File: config.mk
export PLATFORM = sky130hd
export DESIGN_NAME = rvv_wb_rr_arb
export DESIGN_NICKNAME = d
export VERILOG_FILES = /design/src/rtl/rvv_wb_rr_arb.sv
export SDC_FILE = /design/constraint.sdc
export NUM_CORES = 1
export LEC_CHECK = 0
export BUFFER_PORTS_ARGS = -buffer_cell sky130_fd_sc_hd__buf_2
export CORE_AREA = 3 3 262 264
export DETAILED_ROUTE_END_ITERATION = 12
export DIE_AREA = 0 0 265 267
export PLACE_DENSITY = 0.4
export SYNTH_ARGS = -nofsm -noshare
export SYNTH_HDL_FRONTEND = slang
export SYNTH_SLANG_ARGS = --single-unit
File: constraint.sdc
create_clock -name clk -period 5.1 [get_ports clk]
set_clock_uncertainty 0.1 [all_clocks]
set_input_delay 0.765 -clock clk [delete_from_list [all_inputs] [get_ports clk]]
set_output_delay 0.765 -clock clk [all_outputs]
set_load 0.03 [all_outputs]
File: src/rtl/rvv_wb_rr_arb.sv
// Round-robin arbiter for the shared VRF write-back port.
// NREQ producers compete for one registered output slot (wb_*). The output
// register is refilled whenever it is empty or draining, so a stream of beats
// moves at one beat per cycle.
// Optional grant locking: define RVV_WB_ARB_LOCK_EN. A requester can then keep
// the port across several beats. Without the macro, req_lock is ignored.
//
// Lock FSM (RVV_WB_ARB_LOCK_EN only)
//   state  | meaning
//   IDLE   | plain round robin starting at ptr
//   LOCKED | only lock_id may be granted; ptr frozen until release

module rvv_wb_rr_arb #(
    parameter int NREQ = 4,
    parameter int AW   = 5,
    parameter int DW   = 128
) (
    input  logic                       clk,
    input  logic                       rst_n,
    input  logic [NREQ-1:0]            req_valid,
    output logic [NREQ-1:0]            req_ready,
    input  logic [NREQ*AW-1:0]         req_addr,
    input  logic [NREQ*DW-1:0]         req_data,
    input  logic [NREQ-1:0]            req_lock,
    output logic                       wb_valid,
    input  logic                       wb_ready,
    output logic [AW-1:0]              wb_addr,
    output logic [DW-1:0]              wb_data,
    output logic [$clog2(NREQ)-1:0]    wb_src
);

    localparam int SW = $clog2(NREQ);

    logic [SW-1:0] ptr;
    logic [SW-1:0] grant_idx;
    logic          grant_any;
    logic          load;
    logic [SW:0]   cand_sum;
    logic [SW-1:0] cand;

`ifdef RVV_WB_ARB_LOCK_EN
    typedef enum logic {IDLE, LOCKED} state_t;
    state_t        state;
    logic [SW-1:0] lock_id;
`else
    logic          unused_lock;
    assign unused_lock = ^req_lock;
`endif

    function automatic logic [SW-1:0] next_ptr(input logic [SW-1:0] i);
        return (int'(i) == NREQ - 1) ? '0 : i + SW'(1);
    endfunction

    assign load = !wb_valid || wb_ready;

    // Pick the first valid requester at or after ptr, wrapping around.
    always_comb begin
        grant_any = 1'b0;
        grant_idx = '0;
        cand_sum  = '0;
        cand      = '0;
        for (int k = 0; k < NREQ; k++) begin
            cand_sum = {1'b0, ptr} + (SW+1)'(k);
            if (cand_sum >= (SW+1)'(NREQ)) begin
                cand_sum = cand_sum - (SW+1)'(NREQ);
            end
            cand = cand_sum[SW-1:0];
            if (!grant_any && req_valid[cand]) begin
                grant_any = 1'b1;
                grant_idx = cand;
            end
        end
`ifdef RVV_WB_ARB_LOCK_EN
        if (state == LOCKED) begin
            grant_any = req_valid[lock_id];
            grant_idx = lock_id;
        end
`endif
    end

    // Ready only for the winner, only when the output slot can take a beat;
    // held low while reset is asserted so nothing is handshaken into a flop in reset.
    always_comb begin
        req_ready = '0;
        if (grant_any && load && rst_n) begin
            req_ready = NREQ'(1) << grant_idx;
        end
    end

    // Output register, round-robin pointer and lock FSM.
    always_ff @(posedge clk or negedge rst_n) begin
        if (!rst_n) begin
            wb_valid <= 1'b0;
            wb_addr  <= '0;
            wb_data  <= '0;
            wb_src   <= '0;
            ptr      <= '0;
`ifdef RVV_WB_ARB_LOCK_EN
            state    <= IDLE;
            lock_id  <= '0;
`endif
        end else if (load) begin
            wb_valid <= grant_any;
            if (grant_any) begin
                wb_addr <= req_addr[grant_idx*AW +: AW];
                wb_data <= req_data[grant_idx*DW +: DW];
                wb_src  <= grant_idx;
`ifdef RVV_WB_ARB_LOCK_EN
                case (state)
                    IDLE: begin
                        if (req_lock[grant_idx]) begin
                            state   <= LOCKED;
                            lock_id <= grant_idx;
                        end else begin
                            ptr <= next_ptr(grant_idx);
                        end
                    end
                    LOCKED: begin
                        if (!req_lock[grant_idx]) begin
                            state <= IDLE;
                            ptr   <= next_ptr(grant_idx);
                        end
                    end
                    default: state <= IDLE;
                endcase
`else
                ptr <= next_ptr(grant_idx);
`endif
            end
        end
    end

endmodule

======== Word level (Yosys, flattened, before mapping) ========
Cells that the tools add are included.
word-level totals
  flip-flop bits (word level) ............. 138
  input port bits ......................... 543
  output and inout port bits .............. 140
  logic and storage cells ................. 59
operators by class
  add/sub/neg operators ................... 8
  multipliers ............................. 1
  $lt $le $gt $ge ......................... 8
  equal/unequal tests ..................... 1
  shift-type cells ........................ 3
  multiplexer cells ....................... 22
  reduce and logical (&&, ||, !) cells .... 11
operators by type and width
  cell                                                                count
  indexed part select 512 x 10 -> 128 bit                             1
  indexed part select 20 x 6 -> 5 bit                                 1
  two-way mux 2 bit                                                   9
  less-than comparator 2 x 3 -> 1 bit (second input constant)         4
  greater-or-equal comparator 3 bit (second input constant)           3
  binary-select mux 1 bit (select 2 bit)                              4
  two-way mux 1 bit                                                   8
  subtractor 2 x 1 -> 2 bit (second input constant)                   4
  adder 2 x 2 -> 3 bit (second input constant)                        2
  logical AND 1 bit                                                   5
  multiplier 2 x 3 -> 5 bit (second input constant)                   1
  logical NOT 1 bit                                                   4
  two-way mux 4 bit                                                   1
  << shifter 1 x 2 -> 4 bit (first input constant)                    1
  adder 2 x 1 -> 3 bit (second input constant)                        1
  greater-or-equal comparator 2 x 3 -> 1 bit (second input constant)  1
  adder 2 x 1 -> 2 bit (second input constant)                        1
  == test 2 x 1 -> 1 bit (second input constant)                      1
  AND reduction 2 bit                                                 1
  logical OR 1 bit                                                    1

======== Depth between registers and ports, before layout ========
  depth after elaboration ................. 17
  gate-level depth with buffers ........... 9
  depth with buffers taken out ............ 6

======== Least setup slack after synthesis ========
OpenSTA, ideal clock, no wires.
  kind .................................... input to output
  start ................................... input req_valid[3]
  end ..................................... output req_ready[0]
  data arrival time ....................... 2.215 ns
  data required time ...................... 4.235 ns
  path slack .............................. 2.020 ns
  stages .................................. 7
  path buffers ............................ 3
  cell sequence ........................... nor2b_1 > and3_1 > a211oi_2 > buf_6 > buf_12 > buf_8 > nor3_1
on the way
  longest elaborated chain between the ends .. 15
RTL lines
  element                                  line  source
  start, declared                          20    input logic [NREQ-1:0] req_valid,
  binary-select mux 1 bit (select 2 bit)   68    if (!grant_any && req_valid[cand]) begin
  two-way mux 1 bit (implied by the code)  68
  two-way mux 1 bit                        68
  logical NOT 1 bit                        68
  logical AND 1 bit                        68
  two-way mux 1 bit                        68
  logical NOT 1 bit                        68
  logical AND 1 bit                        68
  two-way mux 1 bit                        68
  logical NOT 1 bit                        68
  logical AND 1 bit                        68
  two-way mux 1 bit                        68
  logical AND 1 bit (2 in a row)           85    if (grant_any && load && rst_n) begin
  two-way mux 4 bit *                      85
  end, declared                            21    output logic [NREQ-1:0] req_ready,
Mark *: on every way between the ends. The rest lies on a longest branch, timed or not. The select of a mux whose other input is x is not followed.

======== Final worst setup path ========
  start ................................... register ptr[1]
  end ..................................... output req_ready[2]
on the way
  longest elaborated chain between the ends .. 17
RTL lines
  element                                                                        line  source
  start, declared                                                                34    logic [SW-1:0] ptr;
  start signal, assigned                                                         127   ptr <= next_ptr(grant_idx);
  parallel branches: the longest is 16 deep, another holds adder 2 x 1 -> 3 bit  n/a
  two-way mux 4 bit *                                                            85
Mark *: on every way between the ends. The select of a mux whose other input is x is not followed.

==> flow_summary.toml <==
[logic_synthesis]
synth_area_um2 = 9150
synth_warnings = 0
seq_area_frac_synth_pct = 37.7
netlist_instances = 780
avgSynthCellArea_um2 = 11.7
syn-num-nets = 1325
synth_cell_type_count = 32
ys_ff_latch = 138

[place]
io_buffers = 678
place_hpwl_um = 30900
placed_cells = 2270
gp_congestion = 0.826
placed_area_um2 = 13000

[routing]
drc = 0
vias = 8859
dr.pass1.iters = 4
routed_wl_um = 39000
drt-vias-per-instance = 3.85
initialDrtViolationCount = 239
ant_nets = 0
routedWlPerCell_um = 16.9

[timing]
hold_violations = 0
rsz0062_at_grt = "no"
slew_viol_final = 0
fmax_mhz = 297
slew_headroom_pct = 38.1
fin_crit_ns = 3.37
worst_pin_slew_ns = 0.902
finalCritPeriodShare_pct = 66.1
finalSetupViolCount = 0
worst_hold_slack_ns = 0.166
tns_ns = 0

[layout]
fin_nets = 1961
final_cells = 2303
design_area_um2 = 13600
layout_commonest_cell = "buf_2"
area_delta_synth_final_pct = 49.0
mostFrequentLayoutCells = "buf_2, mux2i_1, nand2_1"
n_fill_cell = 7416
drive_gt1_share_pct = 54.7

[critical_path]
r2r_end = "wb_data[77]"
ff2ff_path_depth = 8
startpoint_type = "flip-flop"
critPathMaxFanout = 38
reg2reg_slack_ns = 2.09
slowest_delay_ns = 0.44
worstSetupPathType = "reg -> out"
cp-end-kind = "primary output"
path_cells = "nor2b_1 > and3_1 > a211oi_4 > buf_12 > ha_1 > and3_1 > buf_2"
critPathRequiredTime_ns = 4.24
cp.arrival_ns = 2.50
crit_top_cell = "and3_1"
crit_path_top_delay_cell = "dfrtp_1"
r2r_start = "ptr[1]"

[power]
comb_power_share_pct = 53.5
p_int_mw = 3.53
p_sw_mw = 3.04
ir_worst_vdd_mv = 0.205
power_frac_clock_pct = 19.8
switching_share_pct = 46.3
power_frac_seq_pct = 26.6
finalPower_mw = 6.56
leakage_nw = 6.74
p_per_area_nw_per_um2 = 481

[die]
rows = 95
die_y_um = 267
core_um2 = 66800
ios = 683
die_area_um2 = 70800
start_util_pct = 13.7
chipWidth_um = 265

[status]
status = "finished clean"

[cts]
cts_tree = "built"
holdBufCountCts = 0
clkSlewWorstSetupHoldPaths_ns = 0.06
clockRootBuffer = "clkbuf_16"
cts-resized-gates = 0
clock_path_buffers = 2
clock_latency_ns = 0.46
cts_made_buffers = 17
cts_num_sinks = 138
post_cts_buffers = 0
cts_htree_levels = 4

[job]
cap_violations = 0

[hold_path]
worstHoldPathType = "in -> async"

[global_routing]
track_usage_pct = 10.5
grt-ovfl-total = 0
grt_pass1_wl_um = 56100
grt_max_degree = 86
antenna_found_initial = 1
grt_pass1_vias = 9320
area by class of cell:
class | count | area [um2] | share of cell area (%)
Multi-Input combinational cell | 566 | 4900 | 36.0
Clock inverter | 13 | 141 | 1.04
Clock buffer | 19 | 453 | 3.32
Antenna cell | 1 | 2.50 | 0.0184
Inverter | 3 | 11.3 | 0.0826
Sequential cell | 138 | 3450 | 25.3
Tap cell | 873 | 1090 | 8.01
Timing Repair Buffer | 690 | 3580 | 26.2
power groups by stage:
stage               registers (mW)  logic (mW)  clock network [mW]
detailed placement            1.76        3.57                   0
global placement              1.76        3.56                   0
global route                  1.80        3.74                1.43
CTS                           1.75        3.57                1.38
finish                        1.75        3.51                1.30
floorplan                     2.62        1.82                   0
cell usage after synthesis, drive strengths merged:
library cell | number | share of area [%]
mux2i | 266 | 29
nand2 | 147 | 6.1
dfrtp | 138 | 38
o221ai | 134 | 16
buf | 42 | 6.2
clkbuf | 18 | 0.74
bufbuf | 7 | 1.4
dlygate4sd1 | 4 | 0.38
and3 | 3 | 0.21
inv | 3 | 0.12
a21o | 2 | 0.16
ha | 2 | 0.27
nor3 | 2 | 0.11
a211oi | 1 | 0.14
a21oi | 1 | 0.096
dlymetal6s2s | 1 | 0.14
dlymetal6s4s | 1 | 0.14
nand2b | 1 | 0.068
nand3b | 1 | 0.082
nor2 | 1 | 0.041
nor2b | 1 | 0.068
nor4 | 1 | 0.14
o211a | 1 | 0.11
o21a | 1 | 0.082
o21ai | 1 | 0.055
sequential cells by signal, summed over array words and instances (netlist names):
signal and count:
wb_src 2, wb_valid 1, ptr 2, wb_addr 5
wb_data 128
critical path: cells and delay by family (launching register included):
family	cells	cell delay, ns
AO/OA/AOI/OAI	1	0.38
adder cells (fa/ha/maj)	1	0.20
buffers and inverters	2	0.52
flip-flops	1	0.44
AND/OR/NAND/NOR	3	0.51
worst max-delay path by stage:
stage	endpoint	slack, ns	from	depth (start not counted)
after floorplan	req_ready[0]	2.02	req_valid[3]	7
after global placement	wb_data[77]	1.75	req_valid[3]	9
after detailed placement	wb_data[77]	1.67	req_valid[3]	9
after CTS	req_ready[2]	1.63	ptr[1]	7
after global routing	req_ready[2]	1.54	ptr[1]	7
final	req_ready[2]	1.73	ptr[1]	7
cells by family (layout without fill, tap and decap cells):
logic type               after synthesis  in the layout  synth area share, %
AO/OA/AOI/OAI                        141            141                 17.0
flip-flops                           138            138                 37.7
other                                  0              1                    0
AND/OR/NAND/NOR                      157            157                 6.79
adder cells (fa/ha/maj)                2              2                0.273
multiplexers                         266            266                 29.1
buffers and inverters                 76            725                 9.16
per-layer routing:
metal | routed length (um) | track usage (%) | share of wire, % | vias up
li1 | - | - | - | 4279
met1 | 15100 | 11.6 | 39 | 4204
met2 | 20800 | 19.2 | 53 | 346
met3 | 2590 | 3.28 | 6.6 | 30
met4 | 574 | 3.38 | 1.5 | 0
met5 | 0 | 0 | 0 | -
per-stage QoR:
stage / util [%] / setup slack [ns]
2_1_floorplan: - / 2.02
3_3_place_gp: 19.5 / 1.75
3_5_place_dp: 19.5 / 1.67
4_1_cts: 20.4 / 1.63
5_1_grt: 20.4 / 1.54
6_report: 20.4 / 1.73
Note: power is estimated with default switching activity, not from simulation.
